--- config.mk ---
export PLATFORM = sky130hd
export DESIGN_NAME = fp16_normalizer
export DESIGN_NICKNAME = d
export VERILOG_FILES = /design/src/rtl/fp16_normalizer.sv
export SDC_FILE = /design/constraint.sdc
export NUM_CORES = 1
export LEC_CHECK = 0
export ABC_CLOCK_PERIOD_IN_PS = 5660
export BUFFER_PORTS_ARGS = -buffer_cell sky130_fd_sc_hd__buf_2
export CAP_MARGIN = 10
export CORE_ASPECT_RATIO = 2
export CORE_MARGIN = 1.5
export CORE_UTILIZATION = 35
export DETAILED_ROUTE_END_ITERATION = 10
export SKIP_CTS_REPAIR_TIMING = 1
export SLEW_MARGIN = 20
export SYNTH_ARGS = -nofsm -noshare
export SYNTH_HDL_FRONTEND = slang
export SYNTH_SLANG_ARGS = --single-unit
--- constraint.sdc ---
create_clock -name clk -period 5.66 [get_ports clk]
set_input_delay 1.132 -clock clk [delete_from_list [all_inputs] [get_ports clk]]
set_output_delay 1.132 -clock clk [all_outputs]
set_load 0.1 [all_outputs]
--- src/rtl/fp16_normalizer.sv ---
// fp16_normalizer: post-add normalize and pack to binary16; define FP16_NORM_ROUND_EN to round-half-even on carry shift
module fp16_normalizer #(
  parameter int EXP_W = 5,
  parameter int MAN_W = 10
) (
  input  logic                   clk,
  input  logic                   rst_n,
  input  logic                   in_valid,
  output logic                   in_ready,
  input  logic                   in_sign,
  input  logic [EXP_W-1:0]       in_exp,
  input  logic [MAN_W+1:0]       in_mant,
  output logic                   out_valid,
  input  logic                   out_ready,
  output logic [EXP_W+MAN_W:0]   result,
  output logic                   flag_zero,
  output logic                   flag_ovf,
  output logic                   flag_unf
);
  typedef enum logic [1:0] {IDLE, NORM, DONE} state_t;
  localparam logic [EXP_W:0] EMAX = {1'b0, {EXP_W{1'b1}}};
  localparam logic [EXP_W:0] EONE = (EXP_W+1)'(1);
  state_t                 state_q, state_d;
  logic                   s_q, s_d;
  logic [EXP_W:0]         e_q, e_d, e_inc;
  logic [MAN_W+1:0]       m_q, m_d;
  logic [EXP_W+MAN_W:0]   result_q, result_d;
  logic                   zero_q, zero_d, ovf_q, ovf_d, unf_q, unf_d, valid_q, valid_d;
  assign in_ready  = state_q == IDLE;
  assign out_valid = valid_q;
  assign result    = result_q;
  assign flag_zero = zero_q;
  assign flag_ovf  = ovf_q;
  assign flag_unf  = unf_q;
  assign e_inc     = e_q + EONE;
  // one normalization step per cycle, results registered on entry to DONE
  always_comb begin
    state_d  = state_q;
    s_d      = s_q;
    e_d      = e_q;
    m_d      = m_q;
    result_d = result_q;
    zero_d   = zero_q;
    ovf_d    = ovf_q;
    unf_d    = unf_q;
    valid_d  = valid_q;
    case (state_q)
      IDLE: if (in_valid) begin
        s_d     = in_sign;
        e_d     = {1'b0, in_exp};
        m_d     = in_mant;
        state_d = NORM;
      end
      NORM: begin
        if (m_q == '0) begin
          result_d = {s_q, {(EXP_W+MAN_W){1'b0}}};
          zero_d   = 1'b1;
          valid_d  = 1'b1;
          state_d  = DONE;
        end else if (m_q[MAN_W+1]) begin
`ifdef FP16_NORM_ROUND_EN
          m_d = (m_q >> 1) + {{(MAN_W+1){1'b0}}, m_q[1] & m_q[0]};
`else
          m_d = m_q >> 1;
`endif
          e_d = e_inc;
          if (e_inc >= EMAX) begin
            result_d = {s_q, {EXP_W{1'b1}}, {MAN_W{1'b0}}};
            ovf_d    = 1'b1;
            valid_d  = 1'b1;
            state_d  = DONE;
          end
        end else if (m_q[MAN_W]) begin
          result_d = {s_q, e_q[EXP_W-1:0], m_q[MAN_W-1:0]};
          valid_d  = 1'b1;
          state_d  = DONE;
        end else if (e_q <= EONE) begin
          result_d = {s_q, {(EXP_W+MAN_W){1'b0}}};
          unf_d    = 1'b1;
          valid_d  = 1'b1;
          state_d  = DONE;
        end else begin
          m_d = m_q << 1;
          e_d = e_q - EONE;
        end
      end
      DONE: if (out_ready) begin
        valid_d = 1'b0;
        zero_d  = 1'b0;
        ovf_d   = 1'b0;
        unf_d   = 1'b0;
        state_d = IDLE;
      end
      default: state_d = IDLE;
    endcase
  end
  // state and datapath registers, cleared asynchronously so reset aborts any operand
  always_ff @(posedge clk or negedge rst_n) begin
    if (!rst_n) begin
      state_q  <= IDLE;
      s_q      <= 1'b0;
      e_q      <= '0;
      m_q      <= '0;
      result_q <= '0;
      zero_q   <= 1'b0;
      ovf_q    <= 1'b0;
      unf_q    <= 1'b0;
      valid_q  <= 1'b0;
    end else begin
      state_q  <= state_d;
      s_q      <= s_d;
      e_q      <= e_d;
      m_q      <= m_d;
      result_q <= result_d;
      zero_q   <= zero_d;
      ovf_q    <= ovf_d;
      unf_q    <= unf_d;
      valid_q  <= valid_d;
    end
  end
endmodule

; ---- After elaboration in Yosys (flattened, before gate mapping)
; Cells that the tools add are included.
[classes]
n_reduce_logical = 14
n_mux = 41
order_cmp = 2
eq_ne = 16
addsub = 2
[ops]
columns = operator, count
row1 = two-way mux 16 bit, 5
row2 = two-way mux 11 bit, 3
row3 = two-way mux 6 bit, 5
row4 = two-way mux 12 bit, 2
row5 = one-hot mux 12 bit (2 select lines), 1
row6 = "!= test 2 bit, second input constant", 9
row7 = two-way mux 2 bit, 7
row8 = logical NOT 12 bit, 1
row9 = two-way mux 1 bit, 12
row10 = one-hot mux 6 bit (2 select lines), 1
row11 = AND reduction 5 bit, 2
row12 = AND reduction 3 bit, 3
row13 = one-hot mux 1 bit (2 select lines), 4
row14 = AND reduction 4 bit, 2
row15 = "adder 6 x 1 -> 6 bit, second input constant", 1
row16 = "greater-or-equal comparator 6 x 5 -> 1 bit, second input constant", 1
row17 = "<= comparator 6 x 1 -> 1 bit, second input constant", 1
row18 = "!= test 3 bit, second input constant", 2
row19 = one-hot mux 2 bit (3 select lines), 1
row20 = AND reduction 6 bit, 1
row21 = "subtractor 6 x 1 -> 6 bit, second input constant", 1
row22 = "!= test 5 bit, second input constant", 1
row23 = "!= test 4 bit, second input constant", 1
row24 = nonzero test 2 bit, 2
row25 = other kinds (6), 6
[totals]
regBits = 41
in_bits = 22

; ---- Longest topological paths before layout
[depth]
word_depth = 6
ltp_mapped = 9
depth_no_buf = 7

; ---- Least setup slack after synthesis
; OpenSTA, ideal clock, no wires.
[synth_path]
path_type = register -> register
start = register state_q[0]
end = register m_q[9]
slack_ps = 2814
period_less_slack_ps = 2846
setup_time_ps = 96
stages_incl_launch_ff = 10
arrival_ps = 2750
required_time_ps = 5564
cell_sequence = dfrtp_1 inv_1 ha_1 buf_2 mux2_2 nor2b_1 a32oi_2 buf_2 nand2_1 o31ai_1
[synth_between]
elab_chain_len = 3
elab_cells_between_ends = 9
cone_classes = 5 x eq/ne / 1 x mux / 3 x reduce/logical
[synth_rtl]
columns = element, line
row1 = start: declaration, 23  ; state_t state_q, state_d;
row2 = start signal: assignment, 110  ; state_q <= state_d;
row3 = logical NOT 2 bit (*), --
row4 = named net in_ready, 9  ; output logic in_ready,
row5 = != test 2 bit (no line) / nonzero test 2 bit (equally long branches), --
row6 = AND reduction 5 bit (no line), --
row7 = end signal: assignment, 113  ; m_q <= m_d;
row8 = end: declaration, 26  ; logic [MAN_W+1:0] m_q, m_d;
; The timed path passes the listed nets; every way through them passes the cells marked *.
; A chain may end at the register's enable or synchronous reset.

; ---- Final worst setup path
[layout_path]
start = register state_q[1]
end = register result_q[15] (netlist: result[15])
[layout_between]
elab_chain_len = 2
[layout_rtl]
columns = element, line
row1 = equality test 2 x 1 -> 1 bit, 47  ; case (state_q)
row2 = AND reduction 3 bit (no line), --
row3 = end signal: assignment, 114  ; result_q <= result_d;
row4 = end: declaration, 27  ; logic [EXP_W+MAN_W:0] result_q, result_d;
; Every way passes these cells.

==> reports/qor.yml <==
timing:
  rsz0062_at_grt: "no"
  setup_tns_ps: 0
  worst_slew_pin_slew_ps: 915
  relSlewSlack_pct: 39.0
  final_max_slew_viol_count: 0
  fin_crit_ps: 2930
  final.period_utilization_pct: 51.8
  finalHoldViolations: 0
  fmax_mhz: 341
  finalSetupViolCount: 0
  finalClockSkew_ps: 3.03
synth:
  synth_cell_types: 55
  synth.yosys.seq_area_share_pct: 40.9
  ys_async_sr_fraction_pct: 100
  synth_edf_count: 0
  yosysWarnings: 0
  synthCells: 260
  postSynthAreaPerCell_sq_um: 9.66
  ys_seq_elements: 41
  synth_area_sq_um: 2510
  synth_top_flop_cell: "dfrtp_1"
  syn_nets: 289
route:
  wl_met1_um: 2400
  ant_nets: 0
  first_pass_iters: 4
  routedWlPerCell_um: 16.4
  dr_wl_met3_um: 207
  initialDrtViolationCount: 137
  top_layer: "met4"
  route.met2.wl_um: 3470
  via_count: 2088
  avgViaCountPerCell: 5.40
  wl_um: 6350
  drc_errors: 0
flow_run:
  maxCapViolCount: 0
min_path:
  hold_path_class: "flip-flop to flip-flop"
placed_design:
  hpwl_um: 4670
  place_congestion: 0.827
  port_buffers: 42
worst_setup_path:
  crit_required_ps: 5840
  arrival_ps: 3110
  crit_path_start_kind: "flip-flop"
  worstSetupEndpointType: "flip-flop"
  path_max_fanout: 20
  critPathKind: "flip-flop to flip-flop"
floorplanning:
  start_util_pct: 36.2
  core-area_sq_um: 6940
  dieArea_sq_um: 7720
  die_h_um: 123
  row_count: 43
  die_x_um: 62.9
  io_pins: 43
clock_tree:
  cts_tree: "done"
  root_buffer: "clkbuf_16"
  clockBufferDepth: 2
  insertion_delay_ps: 290
  cts_max_level: 2
  clk_pin_slew_ps: 60
  cts_made_buffers: 5
  cts.sinks: 41
finish:
  area_growth_pct: 16.2
  final_util_pct: 42.0
  fill_cells: 701
  layout.nets: 325
  antennaDiodeCount: 0
  drive_gt1_share_pct: 22.2
grt:
  grt_max_degree: 42
  grt_pass1_vias: 2167
  grt_overflow: 0
  antenna_found_initial: 0
  grt_pass1_wl_um: 10800
  grtUsageTotal_pct: 18.1
run_status:
  status: "finished, final reports clean"
[placed cells by master, fill, tap and decap left out, drive strengths merged, types with 3 or more instances in the layout]
cell type | Yosys | final
buf | 8 | 43
dfrtp | 41 | 41
nand2 | 40 | 40
o21ai | 22 | 22
inv | 16 | 16
mux2i | 11 | 11
nand2b | 10 | 10
a21oi | 9 | 9
nor2 | 8 | 8
a222oi | 7 | 7
ha | 7 | 7
clkbuf | 6 | 7
nor2b | 6 | 6
o31ai | 6 | 6
a2bb2oi | 6 | 6
nor3 | 6 | 6
nand3 | 5 | 5
and3 | 3 | 3
o21a | 3 | 3
mux2 | 3 | 3
nand4 | 3 | 3
a221oi | 3 | 3
o2bb2ai | 3 | 3
[logic make-up after synthesis]
family | share of synthesized area [%]
AOI/OAI and AO/OA | 24.3
xor gates and xnor gates | 0.698
adders and majority gates | 3.49
buffers and inverters | 5.93
DFF | 40.9
muxes | 5.73
and+or+nand+nor | 19.0
[state kept, by name, indices dropped and copies added, names as in the netlist]
signal / count
m_q: 12
flag_zero: 1
out_valid: 1
result: 16
e_q: 6
s_q: 1
state_q: 2
flag_ovf: 1
flag_unf: 1
[worst max-delay path: stages, from the launching register on]
cell	delay (ps)
dfrtp_1	390
inv_1	80
ha_1	610
inv_1	460
a31o_1	340
a21oi_4	520
mux2_2	400
[stage by stage]
step | cells | area (sq um) | setup slack, ps | hold WS, ps
global route | 387 | 2920 | 2570 | 501
global placement | 378 | 2750 | 2580 | 467
finish | 387 | 2920 | 2730 | 479
floorplan | 260 | 2510 | 2810 | 474
CTS | 386 | 2910 | 2730 | 487
detailed placement | 378 | 2750 | 2520 | 469
[worst paths after layout]
path / from / endpoint / slack [ps] / depth (start not counted)
worst max-delay path: state_q[1] / result[15] / 2730 / 6
worst min-delay path: out_valid / out_valid / 480 / 1
worst max register to register: state_q[1] / result[15] / 2730 / 6
worst min register to register: out_valid / out_valid / 480 / 1
max in group asynchronous: rst_n / flag_unf / 4110 / 1
min in group asynchronous: rst_n / result[0] / 960 / 1
[synth_stat cells, types with 4 or more instances]
master,number,share of area [%]
nor2_1,8,1.2
nand2_1,40,6.0
o21ai_0,20,4.0
nand2b_1,10,2.5
dfrtp_1,41,41
clkbuf_1,5,0.75
mux2i_1,11,4.4
o31ai_1,6,1.8
ha_1,7,3.5
a21oi_1,7,1.4
a2bb2oi_1,6,2.1
inv_1,16,2.4
a222oi_1,7,2.8
nor2b_1,6,1.5
nor3_1,4,0.80
buf_2,4,0.80
[per-layer routing]
layer	vias to the layer above	global-route usage, %
met2	46	30.9
met1	1006	20.5
li1	1020	-
met5	-	0
met3	16	2.93
met4	0	11.8
[layout make-up]
| cell class | count | area [sq um] | share of cell area, % |
|---|---|---|---|
| repair buffers | 43 | 221 | 7.59 |
| clock inverters | 1 | 5.00 | 0.172 |
| multi-input cells | 188 | 1340 | 45.8 |
| flip-flops and latches | 41 | 1030 | 35.2 |
| inverters | 17 | 63.8 | 2.19 |
| clock buffers | 7 | 153 | 5.23 |
| well taps | 90 | 113 | 3.86 |
Power is left out: the tool's default activity adds up to more than one toggle a clock period on the data nets, which glitch-free logic cannot reach.
